<file path="src/rtl/uart_rx_frame_ctrl.sv">
// Frame parser above a UART receiver: SOF, LEN, payload, CHK; releases verified payloads on a valid/ready stream.
// Optional inter-byte timeout is compiled in with `define UART_RX_FRAME_TIMEOUT_EN.
module uart_rx_frame_ctrl #(
    parameter int unsigned MAX_LEN        = 16,
    parameter logic [7:0]  SOF_BYTE       = 8'hA5,
    parameter int unsigned TIMEOUT_CYCLES = 50000
) (
    input  logic       clk,
    input  logic       rst_n,
    input  logic       ena,
    input  logic [7:0] rx_data,
    input  logic       rx_valid,
    output logic       rx_en,
    output logic [7:0] pl_data,
    output logic       pl_valid,
    input  logic       pl_ready,
    output logic       pl_last,
    output logic       frame_ok,
    output logic       frame_err,
    output logic [1:0] err_code,
    output logic       busy
);
    localparam int         AW        = (MAX_LEN > 1) ? $clog2(MAX_LEN) : 1;
    localparam logic [7:0] MAX_LEN_B = 8'(MAX_LEN);

    typedef enum logic [2:0] {
        ST_HUNT,
        ST_LEN,
        ST_PAYLOAD,
        ST_CHECK,
        ST_DRAIN
    } state_t;

    state_t     state;
    logic [7:0] len;
    logic [7:0] sum;
    logic [7:0] idx;
    logic [7:0] rd_ptr;
    logic [7:0] buf_mem [MAX_LEN];

`ifdef UART_RX_FRAME_TIMEOUT_EN
    localparam int GW = (TIMEOUT_CYCLES > 1) ? $clog2(TIMEOUT_CYCLES) : 1;
    logic [GW-1:0] gap_cnt;
`else
    logic unused_timeout;
    assign unused_timeout = (TIMEOUT_CYCLES == 0);
`endif

    assign busy = (state != ST_HUNT);

    // Payload storage has no reset: contents are only read after being written by the current frame.
    always_ff @(posedge clk) begin
        if (ena && rx_valid && state == ST_PAYLOAD)
            buf_mem[idx[AW-1:0]] <= rx_data;
    end

    always_ff @(posedge clk or negedge rst_n) begin
        if (!rst_n) begin
            state     <= ST_HUNT;
            rx_en     <= 1'b0;
            pl_data   <= 8'd0;
            pl_valid  <= 1'b0;
            pl_last   <= 1'b0;
            frame_ok  <= 1'b0;
            frame_err <= 1'b0;
            err_code  <= 2'b00;
            len       <= 8'd0;
            sum       <= 8'd0;
            idx       <= 8'd0;
            rd_ptr    <= 8'd0;
`ifdef UART_RX_FRAME_TIMEOUT_EN
            gap_cnt   <= '0;
`endif
        end else begin
            frame_ok  <= 1'b0;
            frame_err <= 1'b0;
            rx_en     <= ena;
`ifdef UART_RX_FRAME_TIMEOUT_EN
            gap_cnt   <= '0;
`endif
            if (!ena) begin
                // Silent abort: drop the frame without reporting an error.
                state    <= ST_HUNT;
                pl_valid <= 1'b0;
                pl_last  <= 1'b0;
                sum      <= 8'd0;
                idx      <= 8'd0;
                rd_ptr   <= 8'd0;
            end else begin
                case (state)
                    ST_HUNT: begin
                        if (rx_valid && rx_data == SOF_BYTE)
                            state <= ST_LEN;
                    end
                    ST_LEN: begin
                        if (rx_valid) begin
                            if (rx_data == 8'd0 || rx_data > MAX_LEN_B) begin
                                frame_err <= 1'b1;
                                err_code  <= 2'b01;
                                state     <= ST_HUNT;
                            end else begin
                                len   <= rx_data;
                                sum   <= rx_data;
                                idx   <= 8'd0;
                                state <= ST_PAYLOAD;
                            end
                        end
                    end
                    ST_PAYLOAD: begin
                        if (rx_valid) begin
                            sum <= sum + rx_data;
                            idx <= idx + 8'd1;
                            if (8'(idx + 8'd1) == len)
                                state <= ST_CHECK;
                        end
                    end
                    ST_CHECK: begin
                        if (rx_valid) begin
                            if (8'(sum + rx_data) == 8'd0) begin
                                state    <= ST_DRAIN;
                                rd_ptr   <= 8'd0;
                                pl_valid <= 1'b1;
                                pl_data  <= buf_mem[0];
                                pl_last  <= (len == 8'd1);
                                frame_ok <= 1'b1;
                                rx_en    <= 1'b0;
                            end else begin
                                frame_err <= 1'b1;
                                err_code  <= 2'b10;
                                state     <= ST_HUNT;
                            end
                        end
                    end
                    ST_DRAIN: begin
                        rx_en <= 1'b0;
                        if (pl_ready) begin
                            if (8'(rd_ptr + 8'd1) == len) begin
                                pl_valid <= 1'b0;
                                pl_last  <= 1'b0;
                                state    <= ST_HUNT;
                                rx_en    <= 1'b1;
                            end else begin
                                rd_ptr  <= rd_ptr + 8'd1;
                                pl_data <= buf_mem[AW'(rd_ptr + 8'd1)];
                                pl_last <= (8'(rd_ptr + 8'd2) == len);
                            end
                        end
                    end
                    default: state <= ST_HUNT;
                endcase
`ifdef UART_RX_FRAME_TIMEOUT_EN
                // Gap counter only runs mid-frame while waiting for the next byte.
                if (!rx_valid && (state == ST_LEN || state == ST_PAYLOAD || state == ST_CHECK)) begin
                    if (gap_cnt == GW'(TIMEOUT_CYCLES - 1)) begin
                        frame_err <= 1'b1;
                        err_code  <= 2'b11;
                        state     <= ST_HUNT;
                    end else begin
                        gap_cnt <= gap_cnt + GW'(1);
                    end
                end
`endif
            end
        end
    end
endmodule

</file>
<file path="config.mk">
export PLATFORM = sky130hd
export DESIGN_NAME = uart_rx_frame_ctrl
export DESIGN_NICKNAME = d
export VERILOG_FILES = /design/src/rtl/uart_rx_frame_ctrl.sv
export SDC_FILE = /design/constraint.sdc
export NUM_CORES = 1
export LEC_CHECK = 0
export CAP_MARGIN = 20
export CORE_ASPECT_RATIO = 0.5
export CORE_MARGIN = 2
export CORE_UTILIZATION = 61
export DETAILED_ROUTE_END_ITERATION = 10
export HOLD_SLACK_MARGIN = 0.15
export PLACE_DENSITY = 0.79
export RECOVER_POWER = 100
export SYNTH_ARGS = -nofsm -noshare
export SYNTH_HDL_FRONTEND = slang
export SYNTH_SLANG_ARGS = --single-unit
</file>
<file path="constraint.sdc">
create_clock -name clk -period 3.3 [get_ports clk]
set_input_delay 0.495 -clock clk [delete_from_list [all_inputs] [get_ports clk]]
set_output_delay 0.495 -clock clk [all_outputs]
set_load 0.03 [all_outputs]
</file>
==> results_dict.tcl <==
set metrics [dict create \
    synth_area_leader_cell "edfxtp_1" \
    port_buffers 28 \
    drv_slew 41 \
    post_cts_resized 0 \
    placementRows 30 \
    die_h_um 86.9 \
    drt_iter0_markers 620 \
    grt_remaining_overflow 0 \
    start_util_pct 62.2 \
    syn_area_um2 8380 \
    ys_top_cells_by_area "edfxtp_1 46%, dfrtp_1 15%, mux4_2 8.6%" \
    clock_skew_ns 0.0133 \
    io-pin-count 29 \
    cts_buffer_depth 2 \
    antenna_found_initial 2 \
    viasPerCell 6.53 \
    fin_crit_sh_pct 94.4 \
    cp-end-kind "register" \
    synth-seq-cells 178 \
    yosys-top-cells-count "128 x edfxtp_1, 50 x dfrtp_1, 32 x mux4_2, 32 x nand2_1, 31 x nor2_1" \
    drc 0 \
    vias 5312 \
    hold_violations 0 \
    required_ns 3.64 \
    clkTransAtPathRegs_ns 0.07 \
    whs_ns 0.486 \
    cp_data_arrival_time_ns 3.45 \
    core_um2 13500 \
    cts_buffers 17 \
    gp_congestion 0.871 \
    cts_tree "done" \
    synth_ff_type "edfxtp_1" \
    grt.total_usage_pct 28.7 \
    h-tree-depth 4 \
    root_buffer "clkbuf_16" \
    max_slew_margin_pct -50.8 \
    violations "max-capacitance violations, max-slew violations" \
    crit_start "rx_data[2]" \
    clock_latency_ns 0.44 \
    yosysMostFrequentCell "edfxtp_1" \
    antenna_left 0 \
    cts.sink_count 178 \
    syn_inst 554 \
    grt_pass1_vias 5306 \
    worst_hold_startpoint "sum[6]$_DFFE_PN0P_" \
    dieWidth_um 170 \
    status "finished with violations" \
    startpoint_type "primary input" \
    yosysSeqAreaShare_pct 60.8 \
    powerDensity_nw_per_um2 496 \
    synth-edff-count 128 \
    drive_gt1_share_pct 19.2 \
    critPathKind "in2reg" \
    period_needed_ns 3.12 \
    async_flop_share_pct 28.1 \
    grt_pass1_wl_um 30600 \
    yosysWarnings 0 \
    ir_worst_vdd_v 0.000376 \
    drt_pre_antenna_iters 6 \
    hold_path_class "reg2reg" \
    nets 651 \
    cts_hold_buf 0 \
    wl_per_cell_um 23.9 \
    postSynthAreaPerCell_um2 15.1 \
    drv_cap 1 \
    place_ws_ns -0.125 \
    tightest_slew_ns 2.26 \
    ys_types 72 \
    cpPeakStageDelay_ns 0.70 \
    critical_path.slowest_cell "a21oi_1" \
    postCtsSetupBuffers 0 \
    cp_cell_sequence "dlygate4sd3_1, buf_4, nor4_1, xnor2_1, nor2_1, a21o_1, a21oi_1, buf_4, nand2_1, o31ai_1" \
    power_w 0.00479 \
    grt_max_degree 41 \
    die-area_um2 14800 \
    setup_viol 0 \
    dp_hpwl_um 12300 \
    fmax_mhz 321 \
    cp_max_fo 20 \
    synth.top_cell.area_share_pct 45.9 \
    setup_ws_ns 0.184 \
    reg2reg_from "sum[0]$_DFFE_PN0P_" \
    crit_path_frequent_cell "buf_4" \
    p_leak_nw 3.57 \
    rsz0062_at_grt "false" \
    wl_um 19500 \
    synth_fp_nets 581 \
    area_growth_pct 15.1 \
]
registers in the layout, indices dropped and copies added, names as in the netlist:
signal / count
state: 3
pl_valid: 1
frame_err: 1
len: 8
pl_last: 1
rx_en: 1
err_code: 2
sum: 8
buf_mem: 128
rd_ptr: 8
pl_data: 8
frame_ok: 1
idx: 8
placed cells by master, fill, tap and decap left out, types with 5 or more instances in the layout:
master / Yosys / routed
nor2b_1: 5 / 5
mux2_2: 14 / 14
nand3_1: 12 / 12
nand2b_1: 6 / 6
clkbuf_1: 19 / 27
nor3_1: 12 / 12
ha_1: 13 / 13
o21a_1: 5 / 5
o31ai_1: 13 / 13
edfxtp_1: 128 / 128
clkbuf_16: 0 / 17
dlygate4sd3_1: 0 / 22
dfrtp_1: 50 / 49
mux4_2: 32 / 32
and3_1: 7 / 7
buf_4: 1 / 19
o21ai_0: 24 / 25
clkdlybuf4s50_1: 0 / 5
mux4_1: 8 / 8
xnor2_1: 17 / 17
a21oi_1: 11 / 11
inv_1: 9 / 9
mux2_1: 0 / 6
nand2_1: 32 / 33
xor2_1: 11 / 11
a21o_1: 8 / 8
nor2_1: 31 / 31
area by class of cell:
| class | instances | area [µm²] |
|---|---|---|
| multi-input combinational | 340 | 3120 |
| clock buffer | 18 | 429 |
| fill | 853 | 3820 |
| antenna | 1 | 2.50 |
| inverter | 10 | 37.5 |
| clock inverter | 14 | 164 |
| tap | 176 | 220 |
| sequential | 178 | 5100 |
| timing repair buffer | 77 | 586 |
power by group:
part | internal [W] | leakage (nW) | total [W] | switching [W]
sequential | 0.00242 | 1.83 | 0.00245 | 0.0000305
combinational | 0.000119 | 1.46 | 0.000303 | 0.000184
clock | 0.00108 | 0.283 | 0.00204 | 0.000955
total | 0.00362 | 3.57 | 0.00479 | 0.00117
layer usage:
metal | GRT usage [%] | vias up | wire, µm
li1 | - | 2337 | -
met4 | 8.94 | 2 | 392
met5 | 0 | - | 13
met1 | 40.4 | 2658 | 8200
met3 | 5.86 | 40 | 1680
met2 | 46.5 | 275 | 9180
logic make-up after synthesis:
kind of cell / count (synthesis) / share of synthesized area (%)
AO/OA/AOI/OAI: 98 / 8.82
buffers and inverters: 36 / 1.73
multiplexers: 65 / 14.8
flip-flops: 178 / 60.8
AND/OR/NAND/NOR: 134 / 8.46
XOR/XNOR: 29 / 3.25
adder cells (fa/ha/maj): 14 / 2.18
path summary, 6_finish.rpt:
kind | endpoint | slack (ns) | cells past startpoint
max | sum[7]$_DFFE_PN0P_ | 0.18 | 10
min | sum[6]$_DFFE_PN0P_ | 0.49 | 1
max reg2reg | pl_data[1]$_DFFE_PN0P_ | 0.33 | 11
min reg2reg | sum[6]$_DFFE_PN0P_ | 0.49 | 1
max in group asynchronous | len[3]$_DFFE_PN0P_ | 1.09 | 2
min in group asynchronous | pl_data[5]$_DFFE_PN0P_ | 0.71 | 1
critical path: cells and delay by family:
family / cells / cell delay (ns)
buffers and inverters: 3 / 1.07
xor gates and xnor gates: 1 / 0.21
AOI/OAI and AO/OA: 3 / 0.95
and+or+nand+nor: 3 / 0.72
stage by stage:
step	std cells	instance area (µm²)	TNS (ns)	utilization [%]
floorplan	554	8380	0	-
global placement	781	9180	-0.736	68.1
CTS	813	9770	0	72.5
detailed placement	781	9180	-1.40	68.1
finish	814	9650	0	71.6
global route	813	9650	0	71.6
Power figures use the tool's default switching activity.
